===== config.mk =====
export PLATFORM = sky130hd
export DESIGN_NAME = cc_branch_ctrl
export DESIGN_NICKNAME = d
export VERILOG_FILES = /design/src/rtl/cc_branch_ctrl.sv
export SDC_FILE = /design/constraint.sdc
export NUM_CORES = 1
export LEC_CHECK = 0
export CAP_MARGIN = 15
export CORE_MARGIN = 2
export CORE_UTILIZATION = 38
export CTS_BUF_LIST = sky130_fd_sc_hd__clkbuf_2
export DETAILED_ROUTE_END_ITERATION = 10
export GPL_ROUTABILITY_DRIVEN = 1
export PLACE_DENSITY = 0.61
export SLEW_MARGIN = 20
export SYNTH_ARGS = -nofsm -noshare
export SYNTH_HDL_FRONTEND = slang
export SYNTH_SLANG_ARGS = --single-unit

===== constraint.sdc =====
create_clock -name CLK -period 2.03 [get_ports CLK]
set_input_delay 0.3045 -clock CLK [delete_from_list [all_inputs] [get_ports CLK]]
set_output_delay 0.3045 -clock CLK [all_outputs]
set_load 0.05 [all_outputs]

===== src/rtl/cc_branch_ctrl.sv =====
// Comparison-code sequencer: launches an ALU compare, waits with a timeout,
// writes or clears the comparison-code register and resolves branches.
module cc_branch_ctrl #(
  parameter int unsigned TIMEOUT = 15
) (
  input  logic       CLK,
  input  logic       reset,
  input  logic       start,
  input  logic [1:0] op,
  input  logic [2:0] cond,
  input  logic       alu_done,
  input  logic [1:0] alu_code,
  input  logic [1:0] cc_value,
  output logic       alu_start,
  output logic [1:0] cc_data,
  output logic       cc_w,
  output logic       cc_clear,
  output logic       pc_load,
  output logic       busy,
  output logic       done,
  output logic       taken,
  output logic       err,
  output logic [2:0] state_dbg
);

  typedef enum logic [2:0] {
    IDLE     = 3'd0,
    LAUNCH   = 3'd1,
    WAIT_ALU = 3'd2,
    WRITE_CC = 3'd3,
    EVAL     = 3'd4,
    CLEAR    = 3'd5,
    DONE     = 3'd6
  } state_t;

  localparam logic [1:0] OP_CMP    = 2'b00;
  localparam logic [1:0] OP_BR     = 2'b01;
  localparam logic [1:0] OP_CMP_BR = 2'b10;
  localparam logic [7:0] TIMEOUT_CNT = 8'(TIMEOUT);

  state_t     state;
  logic [1:0] op_q;
  logic [2:0] cond_q;
  logic [1:0] code_q;
  logic [7:0] count;
  logic [7:0] count_next;
  logic [1:0] eval_code;
  logic       eval_taken;

  // Handshakes: start is a one-cycle request honoured only while busy is low
  // (otherwise dropped); alu_start launches one compare, and alu_done with
  // alu_code is taken only in WAIT_ALU, so early or stray completions are ignored.
  always_comb begin
    count_next = count + 8'd1;
    eval_code  = (op_q == OP_CMP_BR) ? code_q : cc_value;
    eval_taken = 1'b0;
    case (eval_code)
      2'b00:   eval_taken = cond_q[0];
      2'b01:   eval_taken = cond_q[1];
      2'b10:   eval_taken = cond_q[2];
      default: eval_taken = 1'b0;
    endcase
  end

  always_ff @(posedge CLK or negedge reset) begin
    if (!reset) begin
      state     <= IDLE;
      op_q      <= 2'b00;
      cond_q    <= 3'b000;
      code_q    <= 2'b00;
      count     <= 8'd0;
      alu_start <= 1'b0;
      cc_data   <= 2'b00;
      cc_w      <= 1'b0;
      cc_clear  <= 1'b0;
      pc_load   <= 1'b0;
      busy      <= 1'b0;
      done      <= 1'b0;
      taken     <= 1'b0;
      err       <= 1'b0;
    end else begin
      alu_start <= 1'b0;
      cc_w      <= 1'b0;
      cc_clear  <= 1'b0;
      pc_load   <= 1'b0;
      done      <= 1'b0;
      case (state)
        IDLE: begin
          if (start) begin
            op_q   <= op;
            cond_q <= cond;
            taken  <= 1'b0;
            err    <= 1'b0;
            busy   <= 1'b1;
            case (op)
              OP_CMP, OP_CMP_BR: begin
                state     <= LAUNCH;
                alu_start <= 1'b1;
              end
              OP_BR: state <= EVAL;
              default: begin
                state    <= CLEAR;
                cc_clear <= 1'b1;
              end
            endcase
          end
        end
        LAUNCH: begin
          count <= 8'd0;
          state <= WAIT_ALU;
        end
        WAIT_ALU: begin
          // A completion arriving on the timeout cycle still wins.
          if (alu_done) begin
            code_q  <= alu_code;
            cc_data <= alu_code;
            cc_w    <= 1'b1;
            if (alu_code == 2'b11) err <= 1'b1;
            state   <= WRITE_CC;
          end else if (count_next == TIMEOUT_CNT) begin
            err   <= 1'b1;
            done  <= 1'b1;
            state <= DONE;
          end else begin
            count <= count_next;
          end
        end
        WRITE_CC: begin
          if (op_q == OP_CMP_BR) begin
            state <= EVAL;
          end else begin
            done  <= 1'b1;
            state <= DONE;
          end
        end
        EVAL: begin
          taken   <= eval_taken;
          pc_load <= eval_taken;
          if (eval_code == 2'b11) err <= 1'b1;
          done    <= 1'b1;
          state   <= DONE;
        end
        CLEAR: begin
          done  <= 1'b1;
          state <= DONE;
        end
        DONE: begin
          busy  <= 1'b0;
          state <= IDLE;
        end
        default: begin
          busy  <= 1'b0;
          state <= IDLE;
        end
      endcase
    end
  end

  // Debug view of the state; 0 means IDLE.
  assign state_dbg = state;

endmodule


==> results.sh, run 1 <==
export IMPL_syn_nets=153
export IMPL_synthCells=138
export IMPL_worst_ir_drop_vdd_mv=0.836
export IMPL_antenna_found_initial=0
export IMPL_gp_congestion=0.777
export IMPL_avgSynthCellArea_um2=10.1
export IMPL_synth_top_area_share_pct=46.5
export IMPL_ant_nets=0
export IMPL_drive_gt1_share_pct=15.9
export IMPL_pwr_share_clk_pct=12.0
export IMPL_clockBufferDepth=2
export IMPL_die_area_um2=4190
export IMPL_synth_seq_cells=26
export IMPL_fin_crit_sh_pct=94.8
export IMPL_finalHoldViolCount=0
export IMPL_synth_most_common_cell="dfrtp_1"
export IMPL_grt_pass1_wl_um=5340
export IMPL_portBuffers=25
export IMPL_rsz0062_at_grt="false"
export IMPL_grt_pass1_vias=1132
export IMPL_clk_pin_slew_ns=0.25
export IMPL_synth_enable_flop_cells=0
export IMPL_cpPeakStageDelay_ns=0.50
export IMPL_initial_core_util_pct=38.8
export IMPL_fin_skew_ns=0.00190
export IMPL_p_leak_uw=0.000780
export IMPL_synth_async_reset_ratio_pct=100
export IMPL_crit_reg2reg_launch="count[0]"
export IMPL_synth_common_cells="dfrtp_1 (26), nand2_1 (17), inv_1 (9)"
export IMPL_ios=26
export IMPL_synth_warnings=0
export IMPL_setup_viol=0
export IMPL_worst_pin_slew_ns=0.502
export IMPL_core_area_um2=3610
export IMPL_numCtsBuffers=3
export IMPL_powerDensity_nw_per_um2=1530
export IMPL_wirelength_um=3160
export IMPL_cts_hold_buffers_added=0
export IMPL_syn_to_final_growth_pct=28.4
export IMPL_cts_root_buffer="clkbuf_2"
export IMPL_synth_area_top_cells="dfrtp_1 (46%), mux2_2 (4.8%), nand2_1 (4.6%)"
export IMPL_crit_start="count[0]"
export IMPL_crit_chain="ha_1 > nand2b_1 > a2111oi_4 > buf_4 > nor3_4 > a211o_1"
export IMPL_place_inst=213
export IMPL_grt_overflow_total=0
export IMPL_drc=0
export IMPL_crit_arrival_ns=2.21
export IMPL_h_tree_depth=1
export IMPL_slew_viol_final=0
export IMPL_p_comb_share_pct=54.5
export IMPL_tns_ns=0
export IMPL_clock_sinks=26
export IMPL_layout_cells_non_filler=218
export IMPL_critical_path_required_ns=2.32
export IMPL_yosysTopAreaCell="dfrtp_1"
export IMPL_dp_hpwl_um=2370
export IMPL_power_internal_uw=1490
export IMPL_vias=1120
export IMPL_p_sw_uw=1270
export IMPL_avgRoutedWirePerCell_um=14.5
export IMPL_diodes=0
export IMPL_crit_type="reg -> reg"
export IMPL_end_kind="flop"
export IMPL_synth_seq_area_share_pct=46.5
export IMPL_critPathMaxFanout=7
export IMPL_max_slew_margin_pct=66.5
export IMPL_die_h_um=64.7
export IMPL_grt_max_degree=27
export IMPL_start_kind="flop"
export IMPL_seq_power_share_pct=33.5
export IMPL_track_usage_pct=16.5
export IMPL_dominantRegCellSynth="dfrtp_1"
export IMPL_nets=186
export IMPL_fin_crit_ns=1.92
export IMPL_outcome="finished, final reports clean"
export IMPL_drt_iter0_markers=28
export IMPL_cap_violations=0
export IMPL_worstSkewPairLatency_ns=0.36
export IMPL_hold_path_class="in -> async"
export IMPL_cts_tree="yes"
export IMPL_via_per_inst=5.14
export IMPL_fmax_ghz=0.520
export IMPL_synthDistinctLibCells=42
export IMPL_firstDrtPassIters=4
export IMPL_swShare_pct=46.0
export IMPL_rows=22
export IMPL_syn_cell_area_um2=1400
export IMPL_die_w_um=64.7
export IMPL_crit_slowest_cell="dfrtp_2"
export IMPL_r2r_cells=6
## what timing repair did
action,in CTS,in global routing
endpoints found under the setup margin,1,3
pin swaps,1,1
endpoints found under the hold margin,0,0
resized for setup,0,3
setup buffers,0,1
## path summary, 6_finish.rpt
path                        endpoint  slack (ns)
min reg2reg                    taken        0.53
min                         count[7]        0.26
max reg2reg                 count[2]        0.11
max in group asynchronous   count[0]        1.51
min in group CLK           cond_q[2]        0.46
max                         count[2]        0.11
## power groups by stage
stage / logic [uW] / clock network (uW) / registers (uW)
2_1_floorplan: 723 / 0 / 1230
3_3_place_gp: 1480 / 0 / 913
3_5_place_dp: 1500 / 0 / 934
4_1_cts: 1510 / 342 / 921
5_1_grt: 1620 / 362 / 960
6_report: 1500 / 331 / 922
## worst max-delay path: cells and delay by family (launching register included)
family	cells	cell delay [ns]
AO/OA/AOI/OAI	2	0.63
buffers and inverters	1	0.19
AND/OR/NAND/NOR	2	0.27
adder cells (fa/ha/maj)	1	0.25
flip-flops	1	0.50
## routing by layer
layer,up-vias,global-route usage (%),part of all wire [%]
li1,561,-,-
met1,536,24.3,50
met2,19,25.4,47
met3,4,2.08,2.0
met4,0,4.79,0.98
met5,-,0,0
## logic make-up after synthesis
logic type	after synthesis	share of synthesized area, %
buf+inv	14	3.84
flops	26	46.5
simple gates	53	21.9
compound gates	29	15.7
mux	11	8.40
xor+xnor	3	1.88
fa+ha+maj	2	1.79
## layout by cell type (no fill, tap or decap), drive strengths merged, types with 4 or more instances in the layout
master	n
inv	9
nor2	4
buf	11
mux2	6
mux2i	5
nor2b	4
nand2	17
nand3	6
a21oi	4
clkdlybuf4s50	21
o21ai	6
a211oi	4
dfrtp	26
## per-stage QoR
stage	setup WS (ns)	total power, uW	instance area [um^2]	hold slack (ns)	utilization [%]
finish	0.106	2750	1800	0.256	49.9
global route	0.0248	2940	1800	0.274	49.9
CTS	0.0213	2770	1780	0.256	49.4
detailed placement	0.0533	2430	1740	0.503	48.1
global placement	0.165	2390	1740	0.471	48.1
floorplan	0.160	1960	1400	0.00891	-
## state kept, by name, indices dropped and copies added, names as in the netlist, 2 cells and up
signal,count
op_q,2
state_dbg,3
count,8
code_q,2
cond_q,3
## area by class of cell
class                   instances  area [um^2]
well taps                      48         60.1
flip-flops and latches         26          652
fillers                       344         1810
clock buffers                   3         15.0
inverters                       9         33.8
multi-input cells              98          702
clock inverters                 1         30.0
repair buffers                 33          305
(Power assumes the default switching activity.)
==> inputs of run 2 (changes only) <==
--- a/config.mk
+++ b/config.mk
@@ -11,6 +11,7 @@
 export CTS_BUF_LIST = sky130_fd_sc_hd__clkbuf_2
 export DETAILED_ROUTE_END_ITERATION = 10
 export GPL_ROUTABILITY_DRIVEN = 1
+export GPL_TIMING_DRIVEN = 0
 export PLACE_DENSITY = 0.61
 export SLEW_MARGIN = 20
 export SYNTH_ARGS = -nofsm -noshare
==> run 2 against run 1 <==
Net effect: non-clock buffer count fell by 1; clock power shrank 41%; sequential share of layout area up 0.75 points; critical endpoint unchanged; design area is 2.0% lower; highest routed layer is now met3.
==> results.sh, run 2 (synthesis results as in run 1) <==
export IMPL_outcome="finished, final reports clean"
export IMPL_setup_viol=0
export IMPL_top_register="count"
export IMPL_diodes=0
export IMPL_fin_crit_ns=1.93
export IMPL_cts_tree="yes"
export IMPL_r2r_cells=4
export IMPL_ios=26
export IMPL_start_kind="flop"
export IMPL_crit_start="count[6]"
export IMPL_grt_pass1_wl_um=5200
export IMPL_dp_slack_ns=-0.0410
export IMPL_reg2reg_to="count[2]"
export IMPL_reg2reg_setup_slack_ns=0.1
export IMPL_slew_viol_final=0
export IMPL_fin_skew_ns=0.00255
export IMPL_die_w_um=64.7
export IMPL_drc=0
export IMPL_setup_ws_ns=0.0983
export IMPL_vias=1113
export IMPL_final_util_pct=48.9
export IMPL_power_total_uw=2620
export IMPL_wirelength_um=3000
export IMPL_rows=22
export IMPL_p_leak_uw=0.000746
export IMPL_worst_ir_drop_vdd_mv=0.835
export IMPL_ant_nets=0
export IMPL_layout_commonest_cell="dfrtp_1"
export IMPL_crit_arrival_ns=2.20
export IMPL_powerDensity_nw_per_um2=1480
export IMPL_syn_to_final_growth_pct=25.8
export IMPL_crit_reg2reg_launch="count[6]"
export IMPL_placed_area_um2=1710
export IMPL_clockBufferDepth=2
export IMPL_holdWs_ns=0.440
export IMPL_nets=185
export IMPL_layout_common_cells="dfrtp_1 (25), clkdlybuf4s50_1 (23), nand2_1 (17)"
export IMPL_critical_path_required_ns=2.30
export IMPL_die_h_um=64.7
export IMPL_portBuffers=25
export IMPL_via_per_inst=5.13
export IMPL_cts_root_buffer="clkbuf_2"
export IMPL_cap_violations=0
export IMPL_drt_iter0_markers=43
export IMPL_worst_pin_slew_ns=0.569
export IMPL_track_usage_pct=15.5
export IMPL_fmax_ghz=0.518
export IMPL_dp_hpwl_um=2210
export IMPL_clock_sinks=26
export IMPL_clk_pin_slew_ns=0.24
export IMPL_h_tree_depth=1
export IMPL_hold_path_class="in -> async"
export IMPL_critPathMaxFanout=7
export IMPL_crit_type="reg -> reg"
export IMPL_grt_max_degree=27
export IMPL_stdcell_area_um2=1760
export IMPL_avgRoutedWirePerCell_um=13.8
export IMPL_gp_congestion=0.756
export IMPL_firstDrtPassIters=4
export IMPL_numCtsBuffers=3
export IMPL_max_slew_margin_pct=62.1
export IMPL_die_area_um2=4190
export IMPL_initial_core_util_pct=38.8
export IMPL_fin_crit_sh_pct=95.2
export IMPL_worstSetupEndpoint="count[2]"
export IMPL_grt_pass1_vias=1104
export IMPL_antenna_found_initial=0
export IMPL_core_area_um2=3610
export IMPL_drive_gt1_share_pct=12.4
export IMPL_largest_reg_flops=8
export IMPL_worstSkewPairLatency_ns=0.34
export IMPL_grt_overflow_total=0
export IMPL_end_kind="flop"
export IMPL_finalHoldViolCount=0
[run 2: cell count changes in the layout (fill, tap and decap cells not counted), sizes merged]
cell           before  now
clkbuf              3    6
bufinv              1    0
dlygate4sd3         0    1
clkdlybuf4s50      21   23
clkinv              0    1
buf                11    4
[run 2: final cells by class]
| cell class | count | area [um^2] |
|---|---|---|
| Buffer | 5 | 21.3 |
| Clock buffer | 3 | 15.0 |
| Clock inverter | 1 | 3.75 |
| Fill cell | 337 | 1840 |
| Inverter | 9 | 33.8 |
| Multi-Input combinational cell | 98 | 711 |
| Sequential cell | 26 | 652 |
| Tap cell | 48 | 60.1 |
| Timing Repair Buffer | 27 | 265 |
[run 2: critical path: stages, from the launching register on]
cell and delay (ns):
dfrtp_1 0.47, or3_4 0.43, a2111oi_4 0.48, nor3_4 0.15
a211o_1 0.32
[run 2: metrics by stage]
step	setup TNS, ns	std cells
after floorplan	0	138
after global placement	-0.118	211
after detailed placement	-0.0765	211
after CTS	0	216
after global routing	-0.00287	217
final	0	217
[run 2: repair_timing]
item	CTS	global route
pin swaps	0	4
endpoints found under the hold margin	26	0
endpoints found under the setup margin	4	10
gates cloned	0	0
buffers inserted	0	1
hold buffers	1	0
resized for setup	1	6
[run 2: power by group]
part	internal [uW]	total [uW]	switching, uW	leakage [uW]
Sequential	724	897	173	0.000329
Clock	42.8	195	153	0.0000140
Combinational	597	1520	927	0.000403
Total	1360	2620	1250	0.000746
[run 2: worst min-delay path by stage]
stage	startpoint	endpoint	slack, ns	depth (start not counted)
2_1_floorplan	reset	alu_start	0.009	0
3_3_place_gp	taken	taken	0.47	2
3_5_place_dp	reset	count[6]	0.35	1
4_1_cts	reset	count[6]	0.45	2
5_1_grt	cond[0]	cond_q[0]	0.44	3
6_report	reset	state_dbg[2]	0.44	2
[run 2: metal layers]
layer  global-route usage, %  wire length [um]  up-vias
li1                        -                 -      557
met1                    23.3              1460      532
met2                    23.2              1460       24
met3                    1.56                76        0
met4                    4.79                 0        0
met5                       0                 0        -
==> inputs of run 3 (changes only) <==
--- a/config.mk
+++ b/config.mk
@@ -5,7 +5,7 @@
 export SDC_FILE = /design/constraint.sdc
 export NUM_CORES = 1
 export LEC_CHECK = 0
-export CAP_MARGIN = 15
+export CAP_MARGIN = 40
 export CORE_MARGIN = 2
 export CORE_UTILIZATION = 38
 export CTS_BUF_LIST = sky130_fd_sc_hd__clkbuf_2
==> run 3 against run 2 <==
Net effect: clock power barely moved; first-iteration DRC count fell by 26%; cell count rose by 0.92%; sequential power fell by 0.6%; sequential share of layout area fell by 0.18 points; routed wire length fell by 0.73%; combinational power barely moved; flip-flop and latch count did not move; clock skew fell by 0.0014 ns; total power barely moved; non-clock buffer count rose by 2; die area did not move; critical path type unchanged; largest cell class unchanged; highest routed layer is now met4.
==> results.sh, run 3 (synthesis results as in run 1) <==
export IMPL_ios=26
export IMPL_clockBufferDepth=2
export IMPL_critical_path_required_ns=2.31
export IMPL_tns_ns=0
export IMPL_layout_common_cells="dfrtp_1 (26), clkdlybuf4s50_1 (23), nand2_1 (17)"
export IMPL_powerDensity_nw_per_um2=1480
export IMPL_layout_cells_non_filler=219
export IMPL_track_usage_pct=15.5
export IMPL_firstDrtPassIters=4
export IMPL_wirelength_um=2980
export IMPL_largest_reg_flops=8
export IMPL_drt_iter0_markers=32
export IMPL_h_tree_depth=1
export IMPL_slew_viol_final=0
export IMPL_grt_max_degree=27
export IMPL_worstSkewPairLatency_ns=0.35
export IMPL_crit_start="count[4]"
export IMPL_worst_ir_drop_vdd_mv=0.834
export IMPL_numCtsBuffers=3
export IMPL_reg2reg_setup_slack_ns=0.08
export IMPL_antenna_found_initial=0
export IMPL_p_leak_uw=0.000756
export IMPL_top_register="count"
export IMPL_portBuffers=25
export IMPL_max_slew_margin_pct=62.0
export IMPL_diodes=0
export IMPL_start_kind="flop"
export IMPL_crit_arrival_ns=2.23
export IMPL_fin_crit_sh_pct=95.9
export IMPL_crit_type="reg -> reg"
export IMPL_drive_gt1_share_pct=12.3
export IMPL_finalHoldViolCount=0
export IMPL_rsz0062_at_grt="true"
export IMPL_r2r_cells=4
export IMPL_cap_violations=0
export IMPL_fin_skew_ns=0.00117
export IMPL_fill_cells=335
export IMPL_place_inst=211
export IMPL_die_area_um2=4190
export IMPL_crit_reg2reg_launch="count[4]"
export IMPL_grt_pass1_wl_um=5200
export IMPL_setup_viol=0
export IMPL_nets=187
export IMPL_avgRoutedWirePerCell_um=13.6
export IMPL_layout_commonest_cell="dfrtp_1"
export IMPL_final_util_pct=49.0
export IMPL_vias=1137
export IMPL_gp_congestion=0.756
export IMPL_cp_num_buf_inv=0
export IMPL_end_kind="flop"
export IMPL_die_w_um=64.7
export IMPL_grt_pass1_vias=1104
export IMPL_placed_area_um2=1710
export IMPL_cp_top_family="compound AO/OA/AOI/OAI gates"
export IMPL_hold_path_class="in -> async"
export IMPL_stdcell_area_um2=1770
export IMPL_syn_to_final_growth_pct=26.2
export IMPL_drc=0
export IMPL_clock_sinks=26
export IMPL_initial_core_util_pct=38.8
export IMPL_outcome="finished, final reports clean"
export IMPL_cpPeakStageDelay_ns=0.48
export IMPL_cts_root_buffer="clkbuf_2"
export IMPL_ant_nets=0
export IMPL_rows=22
export IMPL_grt_overflow_total=0
export IMPL_core_area_um2=3610
export IMPL_crit_chain="or3_4 > a2111oi_4 > nor3_4 > a211o_1"
export IMPL_dp_hpwl_um=2210
export IMPL_worst_pin_slew_ns=0.569
export IMPL_via_per_inst=5.19
export IMPL_crit_slowest_cell="dfrtp_1"
export IMPL_clk_pin_slew_ns=0.23
export IMPL_critPathMaxFanout=7
export IMPL_reg2reg_to="count[2]"
export IMPL_power_total_uw=2620
export IMPL_die_h_um=64.7
export IMPL_fin_crit_ns=1.95
export IMPL_cts_tree="yes"
export IMPL_fmax_ghz=0.514
## run 3: stage by stage
stage | setup slack (ns) | hold slack (ns)
2_1_floorplan | 0.160 | 0.00891
3_3_place_gp | -0.0453 | 0.471
3_5_place_dp | -0.0410 | 0.349
4_1_cts | 0.0507 | 0.450
5_1_grt | -0.00414 | 0.440
6_report | 0.0833 | 0.431
## run 3: metal layers
metal,GRT usage (%),vias up,wire length [um]
li1,-,565,-
met1,23.3,538,1430
met2,23.2,29,1400
met3,1.56,5,107
met4,4.79,0,43
met5,0,-,0
## run 3: report_power, final
part	leakage [uW]	internal, uW	switching, uW	total, uW
clock network	0.0000140	42.8	154	197
registers	0.000330	722	170	892
logic	0.000412	600	928	1530
## run 3: how the worst max path moves through the flow
| stage | endpoint | depth (start not counted) | slack [ns] |
|---|---|---|---|
| 5_1_grt | count[1] | 4 | -0.004 |
| 4_1_cts | count[2] | 5 | 0.05 |
| 3_3_place_gp | count[6] | 5 | -0.05 |
| 6_report | count[2] | 4 | 0.08 |
| 2_1_floorplan | count[2] | 5 | 0.16 |
| 3_5_place_dp | count[1] | 4 | -0.04 |
## run 3: cell type report
cell class                 count  area (um^2)  area share (%)
buffer                         5         21.3            1.20
clock buffer                   3         15.0           0.850
clock inverter                 1         3.75           0.212
inverter                       9         33.8            1.91
multi-input combinational     98          704            39.9
sequential                    26          651            36.8
tap                           48         60.1            3.40
timing repair buffer          29          278            15.7
## run 3: worst register-to-register path, delay by kind of cell, from the launching register on
kind	cells	cell delay (ns)
AND/OR/NAND/NOR	2	0.59
AO/OA/AOI/OAI	2	0.80
flip-flops	1	0.48
## run 3: what timing repair did
action | 4_1_cts | 5_1_grt
buffers inserted | 0 | 2
pin swaps | 0 | 3
endpoints found under the setup margin | 4 | 8
hold buffers | 1 | 0
hold endpoints to repair | 26 | 0
gates resized for setup | 1 | 4
